## src/rtl/fifo_drain_ctrl_pkg.sv

```systemverilog
// Shared definitions for the FIFO read-side drain controller: state encoding and width defaults.
package fifo_drain_ctrl_pkg;

    localparam int DATA_W_DEF = 8;
    localparam int CNT_W_DEF  = 16;

    // Occupancy-coded states; ST_FLUSH is reachable only when the flush feature is built in.
    typedef enum logic [1:0] {
        ST_EMPTY = 2'd0,
        ST_ONE   = 2'd1,
        ST_TWO   = 2'd2,
        ST_FLUSH = 2'd3
    } state_e;

endpackage

```

## src/rtl/fifo_drain_ctrl_skid_buf_2.sv

```systemverilog
// Two-entry skid buffer: register file with independent write/read pointers.
module fifo_drain_ctrl_skid_buf_2
    import fifo_drain_ctrl_pkg::*;
#(
    parameter int DATA_W = DATA_W_DEF
) (
    input  logic              clk,
    input  logic              rst_n,
    input  logic              clr,
    input  logic              push,
    input  logic [DATA_W-1:0] wr_data,
    input  logic              pop,
    output logic [DATA_W-1:0] rd_data
);

    logic [DATA_W-1:0] entry_q [2];
    logic              wr_ptr_q;
    logic              rd_ptr_q;

    // Entry storage and pointer advance; a freed slot may be refilled on the same edge it is read out.
    always_ff @(posedge clk or negedge rst_n) begin
        if (!rst_n) begin
            entry_q[0] <= {DATA_W{1'b0}};
            entry_q[1] <= {DATA_W{1'b0}};
            wr_ptr_q   <= 1'b0;
            rd_ptr_q   <= 1'b0;
        end else if (clr) begin
            wr_ptr_q   <= 1'b0;
            rd_ptr_q   <= 1'b0;
        end else begin
            if (push) begin
                entry_q[wr_ptr_q] <= wr_data;
                wr_ptr_q          <= ~wr_ptr_q;
            end
            if (pop) begin
                rd_ptr_q <= ~rd_ptr_q;
            end
        end
    end

    assign rd_data = entry_q[rd_ptr_q];

endmodule

```

## src/rtl/fifo_drain_ctrl.sv

```systemverilog
// Read-side drain controller for the shared-port 32x8 FIFO, presenting bytes on a valid/ready stream.
// Optional feature: define FIFO_DRAIN_FLUSH_EN to add the Flush port and FLUSH state.
module fifo_drain_ctrl
    import fifo_drain_ctrl_pkg::*;
#(
    parameter int DATA_W = DATA_W_DEF,
    parameter int CNT_W  = CNT_W_DEF
) (
    input  logic              CLK,
    input  logic              Reset,
    input  logic [DATA_W-1:0] Fifo_Data,
    input  logic              Fifo_Empty,
    input  logic              Wr_Pending,
    output logic              Fifo_Pop,
    output logic [DATA_W-1:0] Out_Data,
    output logic              Out_Valid,
    input  logic              Out_Ready,
`ifdef FIFO_DRAIN_FLUSH_EN
    input  logic              Flush,
`endif
    output logic [CNT_W-1:0]  Pop_Count
);

    state_e            state_q;
    state_e            state_d;
    logic              flush_s;
    logic              space_s;
    logic              deq_s;
    logic              pop_s;
    logic              push_s;
    logic              clr_s;
    logic [CNT_W-1:0]  cnt_q;

`ifdef FIFO_DRAIN_FLUSH_EN
    assign flush_s = Flush;
`else
    assign flush_s = 1'b0;
`endif

    assign Out_Valid = (state_q == ST_ONE) || (state_q == ST_TWO);
    assign deq_s     = Out_Valid & Out_Ready;
    assign space_s   = (state_q != ST_TWO) | Out_Ready;

    // State register.
    always_ff @(posedge CLK or negedge Reset) begin
        if (!Reset) begin
            state_q <= ST_EMPTY;
        end else begin
            state_q <= state_d;
        end
    end

    // Next-state and pop decision; a FLUSH state with Flush low behaves exactly like EMPTY.
    always_comb begin
        state_d = state_q;
        pop_s   = 1'b0;
        clr_s   = 1'b0;
        if (flush_s) begin
            pop_s   = ~Fifo_Empty & ~Wr_Pending;
            clr_s   = 1'b1;
            state_d = ST_FLUSH;
        end else begin
            pop_s = ~Fifo_Empty & ~Wr_Pending & space_s;
            case (state_q)
                ST_EMPTY, ST_FLUSH: begin
                    if (pop_s) begin
                        state_d = ST_ONE;
                    end else begin
                        state_d = ST_EMPTY;
                    end
                end
                ST_ONE: begin
                    if (pop_s & ~deq_s) begin
                        state_d = ST_TWO;
                    end else if (deq_s & ~pop_s) begin
                        state_d = ST_EMPTY;
                    end else begin
                        state_d = ST_ONE;
                    end
                end
                ST_TWO: begin
                    if (deq_s & ~pop_s) begin
                        state_d = ST_ONE;
                    end else begin
                        state_d = ST_TWO;
                    end
                end
                default: begin
                    state_d = ST_EMPTY;
                end
            endcase
        end
    end

    assign Fifo_Pop = Reset & pop_s;
    assign push_s   = pop_s & ~flush_s;

    fifo_drain_ctrl_skid_buf_2 #(
        .DATA_W (DATA_W)
    ) u_skid (
        .clk     (CLK),
        .rst_n   (Reset),
        .clr     (clr_s),
        .push    (push_s),
        .wr_data (Fifo_Data),
        .pop     (deq_s),
        .rd_data (Out_Data)
    );

    // Pop statistics counter; wraps naturally, flushed pops included.
    always_ff @(posedge CLK or negedge Reset) begin
        if (!Reset) begin
            cnt_q <= {CNT_W{1'b0}};
        end else if (Fifo_Pop) begin
            cnt_q <= cnt_q + {{(CNT_W-1){1'b0}}, 1'b1};
        end
    end

    assign Pop_Count = cnt_q;

endmodule

```

## config.mk

```make
export PLATFORM = sky130hd
export DESIGN_NAME = fifo_drain_ctrl
export DESIGN_NICKNAME = d
export VERILOG_FILES = /design/src/rtl/fifo_drain_ctrl_pkg.sv /design/src/rtl/fifo_drain_ctrl_skid_buf_2.sv /design/src/rtl/fifo_drain_ctrl.sv
export SDC_FILE = /design/constraint.sdc
export NUM_CORES = 1
export LEC_CHECK = 0
export BUFFER_PORTS_ARGS = -buffer_cell sky130_fd_sc_hd__buf_2
export CAP_MARGIN = 20
export CELL_PAD_IN_SITES_DETAIL_PLACEMENT = 2
export CELL_PAD_IN_SITES_GLOBAL_PLACEMENT = 2
export CORE_MARGIN = 1.5
export CORE_UTILIZATION = 36
export CTS_CLUSTER_SIZE = 28
export DETAILED_ROUTE_END_ITERATION = 10
export GPL_TIMING_DRIVEN = 0
export PLACE_DENSITY = 0.86
export SLEW_MARGIN = 20
export SYNTH_ARGS = -nofsm -noshare
export SYNTH_HDL_FRONTEND = slang
export SYNTH_SLANG_ARGS = --single-unit
```

## constraint.sdc

```tcl
create_clock -name CLK -period 2.2 [get_ports CLK]
set_input_delay 0.22 -clock CLK [delete_from_list [all_inputs] [get_ports CLK]]
set_output_delay 0.22 -clock CLK [all_outputs]
set_load 0.02 [all_outputs]
```

# Yosys cells after proc, flatten, opt, wreduce, memory -nomap -nowiden
# Cells that the tools add are included.
[classes] addsub=1 n_mul=0 n_div=0 n_lt_le_gt_ge=3 eq_ne=4 n_shift=0 n_mux=11 bitwise_logic=15 reduce_logical=4
[ops] cell="2-to-1 mux 8 bit" n=4
[ops] cell="adder 16 x 1 -> 16 bit, second input constant" n=1
[ops] cell="bitwise mux 16 bit" n=1
[ops] cell="demux 8 bit (select 1 bit)" n=1
[ops] cell="AND 1 bit" n=6
[ops] cell="NOT 1 bit" n=6
[ops] cell="one-hot mux 2 bit (3 select lines)" n=1
[ops] cell="== test 2 bit, second input constant" n=2
[ops] cell="greater-or-equal comparator 2 bit, second input constant" n=2
[ops] cell="2-to-1 mux 2 bit" n=2
[ops] cell="NOT 1 -> 2 bit" n=2
[ops] cell="== test 2 x 1 -> 1 bit, second input constant" n=1
[ops] cell="zero test 2 bit" n=1
[ops] cell="< comparator 2 x 1 -> 1 bit, second input constant" n=1
[ops] cell="2-to-1 mux 1 bit" n=2
[ops] cell="inequality test 2 bit, second input constant" n=1
[ops] cell="OR reduction 2 bit" n=1
[ops] cell="logical AND 1 bit" n=1
[ops] cell="logical OR 1 bit" n=1
[ops] cell="OR 1 bit" n=1
[totals] register_bits=36 latchBits=0 ramBits=0 romBits=0 inputBits=13 out_inout_bits=26 word_cells=44 mem_count=0

# Longest topological paths before layout
[depth] word_depth=8 ltp_mapped=8 ltp_nobuf=8

# Modules after synthesis
# From an unflattened synthesis, not the netlist that was laid out.
[unflattened] cells_unflattened=136 area_unflattened_um2=1702.9
[by_module_without_submodules] module="fifo_drain_ctrl" instances=1 cells_per_inst=87 area_each_um2=922.1
[by_module_without_submodules] module="fifo_drain_ctrl_skid_buf_2" instances=1 cells_per_inst=49 area_each_um2=780.7

# Worst setup path after synthesis
# No wires, ideal clock.
[synth_path] path_kind="reg-to-reg" from="reg state_q[0]" to="reg state_q[0]" arrival_time_ns=1.513 required_ns=2.070 slack_ns=0.556 stages_incl_launch_ff=8 path_buffers=0 cell_sequence="dfrtp_1 -> inv_1 -> ha_1 -> inv_1 -> nand2_1 -> ha_1 -> a221oi_1 -> a21oi_1"
[synth_via] word_cells_on_any_way=19
[synth_lines] item="start, declared" line_no="fifo_drain_ctrl.sv:24" text="state_e state_q;"
[synth_lines] item="start signal, assigned" line_no="fifo_drain_ctrl.sv:49" text="state_q <= state_d;"
[synth_lines] item="== test 2 x 1 -> 1 bit / == test 2 bit (equally long branches)" line_no="fifo_drain_ctrl.sv:40" text="assign Out_Valid = (state_q == ST_ONE) || (state_q == ST_TWO);"
[synth_lines] item="logical OR 1 bit (*)" line_no="fifo_drain_ctrl.sv:40"
[synth_lines] item="via Out_Valid" line_no="fifo_drain_ctrl.sv:16" text="output logic Out_Valid,"
[synth_lines] item="AND 1 bit (*)" line_no="fifo_drain_ctrl.sv:41" text="assign deq_s = Out_Valid & Out_Ready;"
[synth_lines] item="AND 1 bit / NOT 1 bit (equally long branches)" line_no="fifo_drain_ctrl.sv:75, fifo_drain_ctrl.sv:82, fifo_drain_ctrl.sv:73"
[synth_lines] item="2-to-1 mux 1 bit / AND 1 bit (equally long branches)" line_no="fifo_drain_ctrl.sv:75, fifo_drain_ctrl.sv:73"
[synth_lines] item="2-to-1 mux 2 bit" line_no="fifo_drain_ctrl.sv:73" text="if (pop_s & ~deq_s) begin"
[synth_lines] item="one-hot mux 2 bit (3 select lines) (*)" line_no="fifo_drain_ctrl.sv:64" text="case (state_q)"
[synth_lines] item="via state_d[0]" line_no="fifo_drain_ctrl.sv:25" text="state_e state_d;"
# Mark *: on every way through the listed nets, which the timed path passes. The rest lies on a longest branch.
# A chain may end at the register's enable or synchronous reset.

# Worst setup path after layout
[layout_path] from="reg u_skid.rd_ptr_q" to="out Out_Data[0]"
[layout_via] elab_chain_len=4
[layout_lines] item="start, declared" line_no="fifo_drain_ctrl_skid_buf_2.sv:18" text="logic rd_ptr_q;"
[layout_lines] item="start signal, assigned" line_no="fifo_drain_ctrl_skid_buf_2.sv:36" text="rd_ptr_q <= ~rd_ptr_q;"
[layout_lines] item="NOT 1 -> 2 bit (not written as such)" line_no="fifo_drain_ctrl_skid_buf_2.sv:41" text="assign rd_data = entry_q[rd_ptr_q];"
[layout_lines] item="2-to-1 mux 8 bit (not written as such) (3 in a row)" line_no="fifo_drain_ctrl_skid_buf_2.sv:41"
[layout_lines] item="end, declared" line_no="fifo_drain_ctrl.sv:15" text="output logic [DATA_W-1:0] Out_Data,"
# No other way between the ends. The select of a mux whose other input is x is not followed.

==> metrics.cfg <==
[outcome]
status=finished clean

[worst_hold_path]
hp-class=input pin to asynchronous set/reset pin

[power]
switching_share_pct=35.6
p_leak_nw=1.07
seqPwrFrac_pct=38.7
power_density_nw_per_um2=1230
power_switching_w=0.000966
total_power_w=0.00271
pwr-share-comb_pct=39.7
ir_drop_mv=0.434
p_int_w=0.00175
clkPwrFrac_pct=21.7

[cells_and_area]
fin_area_um2=2200
fillers=504
finalNonFillerCells=244
nNetsFinal=194
final_layout_size_suffix_gt1_share_pct=49.7
areaGrowthSynthToFinish_pct=21.2
diodes=0

[route]
vias_per_cell=4.80
route.vias.total=1172
postRouteAntennaNets=0
drc=0
routed_wl_mm=4.00
drtPass1Iterations=2
drt_iter0_drc=22
route.detailed.wl_per_inst_um=16.4

[global_route]
antenna_found_initial=0
grt_pass1_vias=1390
grt_pass1_wl_mm=6.84
grt_max_degree=39
grt_usage_pct=16.6
grt_overflow=0

[setup_path]
rrSetupSlack_ns=0.51
crit_arrival_ns=1.66
slowest_delay_ns=0.46
r2r-end=state_q[0]
reg2regPathDepth=8
crit_path_top_delay_cell=clkbuf_1
cp-end-kind=primary output
cp-start-kind=register
r2r_start=state_q[0]
cp_cell_sequence=clkbuf_1 > mux2_2 > buf_2
cp_max_fo=9
critPathKind=register to primary output
critPathRequiredTime_ns=1.98

[sta]
worstMarginPinSlew_ns=0.831
post-route-min-period_ns=1.88
slew_violations=0
timing.fmax_ghz=0.532
setup_tns_ns=0
skew_ns=0.00722
hold_violations=0
setup_viol=0
fin_crit_sh_pct=85.4
rsz0062_at_grt=false
relSlewSlack_pct=44.6
whs_ns=0.0168

[clock_tree]
ctsHoldBuffers=0
clockRootBuffer=clkbuf_8
post-cts-setup-buffers=0
cts.sinks=36
clockBufferDepth=2
cts_resized=0
htreeDepth=2
clock_latency_ns=0.30
clk_pin_slew_ns=0.07
cts_made_buffers=5
cts_tree=yes

[yosys]
synth-seq-area-share_pct=49.6
synth_cells=131
avgSynthCellArea_um2=13.9
syn-num-nets=149
synthFlopType=dfrtp_1
ys_ff_latch=36
synth_edf_count=0
synth.distinct_cells=31
synth_area_um2=1820
ys_warn_count=0
async_flop_share_pct=100

[placement]
dp_hpwl_mm=2.94
placed_area_um2=2090
port_buffers=38
gp_congestion=0.710
post-place-cells=236

[floorplanning]
start_util_pct=38.0
ios=39
fp-row-count=25
dieArea_um2=5490
die_h_um=74.1
core-area_um2=4790
fp.dieW_um=74.1

[flow_run]
maxCapViolations=0

-- kinds of logic (layout without fill, tap and decap cells) --
logic type | count (synthesis) | in the layout | synth area share (%)
and+or+nand+nor | 34 | 34 | 16.8
DFF | 36 | 36 | 49.6
adders and majority gates | 5 | 5 | 3.44
xor gates and xnor gates | 17 | 17 | 8.19
AOI/OAI and AO/OA | 3 | 3 | 1.03
muxes | 25 | 25 | 18.0
buffers and inverters | 11 | 57 | 3.03
-- through the flow --
step | setup WS [ns] | utilization (%)
after detailed placement | 0.245 | 43.7
after global routing | 0.239 | 46.0
after CTS | 0.292 | 46.0
after floorplan | 0.556 | -
final | 0.321 | 46.0
after global placement | 0.366 | 43.7
-- sequential cells by signal, indices dropped and copies added, names as in the netlist --
register,cells
u_skid.entry_q,16
Pop_Count,16
u_skid.rd_ptr_q,1
u_skid.wr_ptr_q,1
state_q,2
-- worst max-delay path, delay by kind of cell (launching register included) --
kind	cells	cell delay, ns
buffers and inverters	2	0.63
DFF	1	0.33
muxes	1	0.41
-- cells in the final DEF, fill, tap and decap left out, types with 2 or more instances in the layout --
cell type   n
inv_1       7
and3_1      2
xor2_1      9
nand3_1     3
nor3_2      5
nor2_8      2
mux2_2     12
mux2_4     12
ha_1        5
a21oi_1     2
clkbuf_8    5
xnor2_1     8
nand4_4     2
nor2_1      3
nand2_1     7
dfrtp_1    36
buf_2      38
-- layer usage --
metal  vias to the layer above  wire length [um]  GRT usage, %
met5                         -                 0             0
met4                         0                42          4.32
met3                         5               208          4.34
met2                        33              2110          30.2
met1                       597              1650          19.2
li1                        537                 -             -
-- power groups by stage --
stage	Clock (W)	Combinational, W	Sequential [W]
global placement	0	0.00103	0.00103
CTS	0.000603	0.00110	0.00106
global route	0.000634	0.00117	0.00108
detailed placement	0	0.00108	0.00106
finish	0.000588	0.00108	0.00105
floorplan	0	0.000743	0.00107
-- how the worst max path moves through the flow --
| stage | start | to | slack [ns] | depth (start not counted) |
|---|---|---|---|---|
| 6_report | u_skid.rd_ptr_q | Out_Data[0] | 0.32 | 3 |
| 5_1_grt | u_skid.rd_ptr_q | Out_Data[0] | 0.24 | 3 |
| 4_1_cts | u_skid.rd_ptr_q | Out_Data[0] | 0.29 | 3 |
| 3_5_place_dp | Reset | Pop_Count[15] | 0.25 | 5 |
| 3_3_place_gp | Reset | Pop_Count[13] | 0.37 | 5 |
| 2_1_floorplan | state_q[0] | state_q[0] | 0.56 | 7 |
-- synthesized netlist by cell type (3+ instances only) --
library cell  instances  area (um2)
dfrtp_1              36         901
ha_1                  5        62.6
inv_1                 7        26.3
mux2_2               12         135
mux2_4               12         180
nand2_1               7        26.3
nand3_1               3        15.0
nor2_1                3        11.3
nor3_2                5        50.1
xnor2_1               8        70.1
xor2_1                9        78.8
-- cell type report --
cell class	count	area, um2	share of cell area [%]
buffer	3	22.5	1.02
clock buffer	5	68.8	3.12
clock inverter	3	42.5	1.93
inverter	8	32.5	1.48
multi-input combinational	84	862	39.1
sequential	36	901	40.9
tap	67	83.8	3.80
timing repair buffer	38	190	8.63
(Power assumes the default switching activity.)
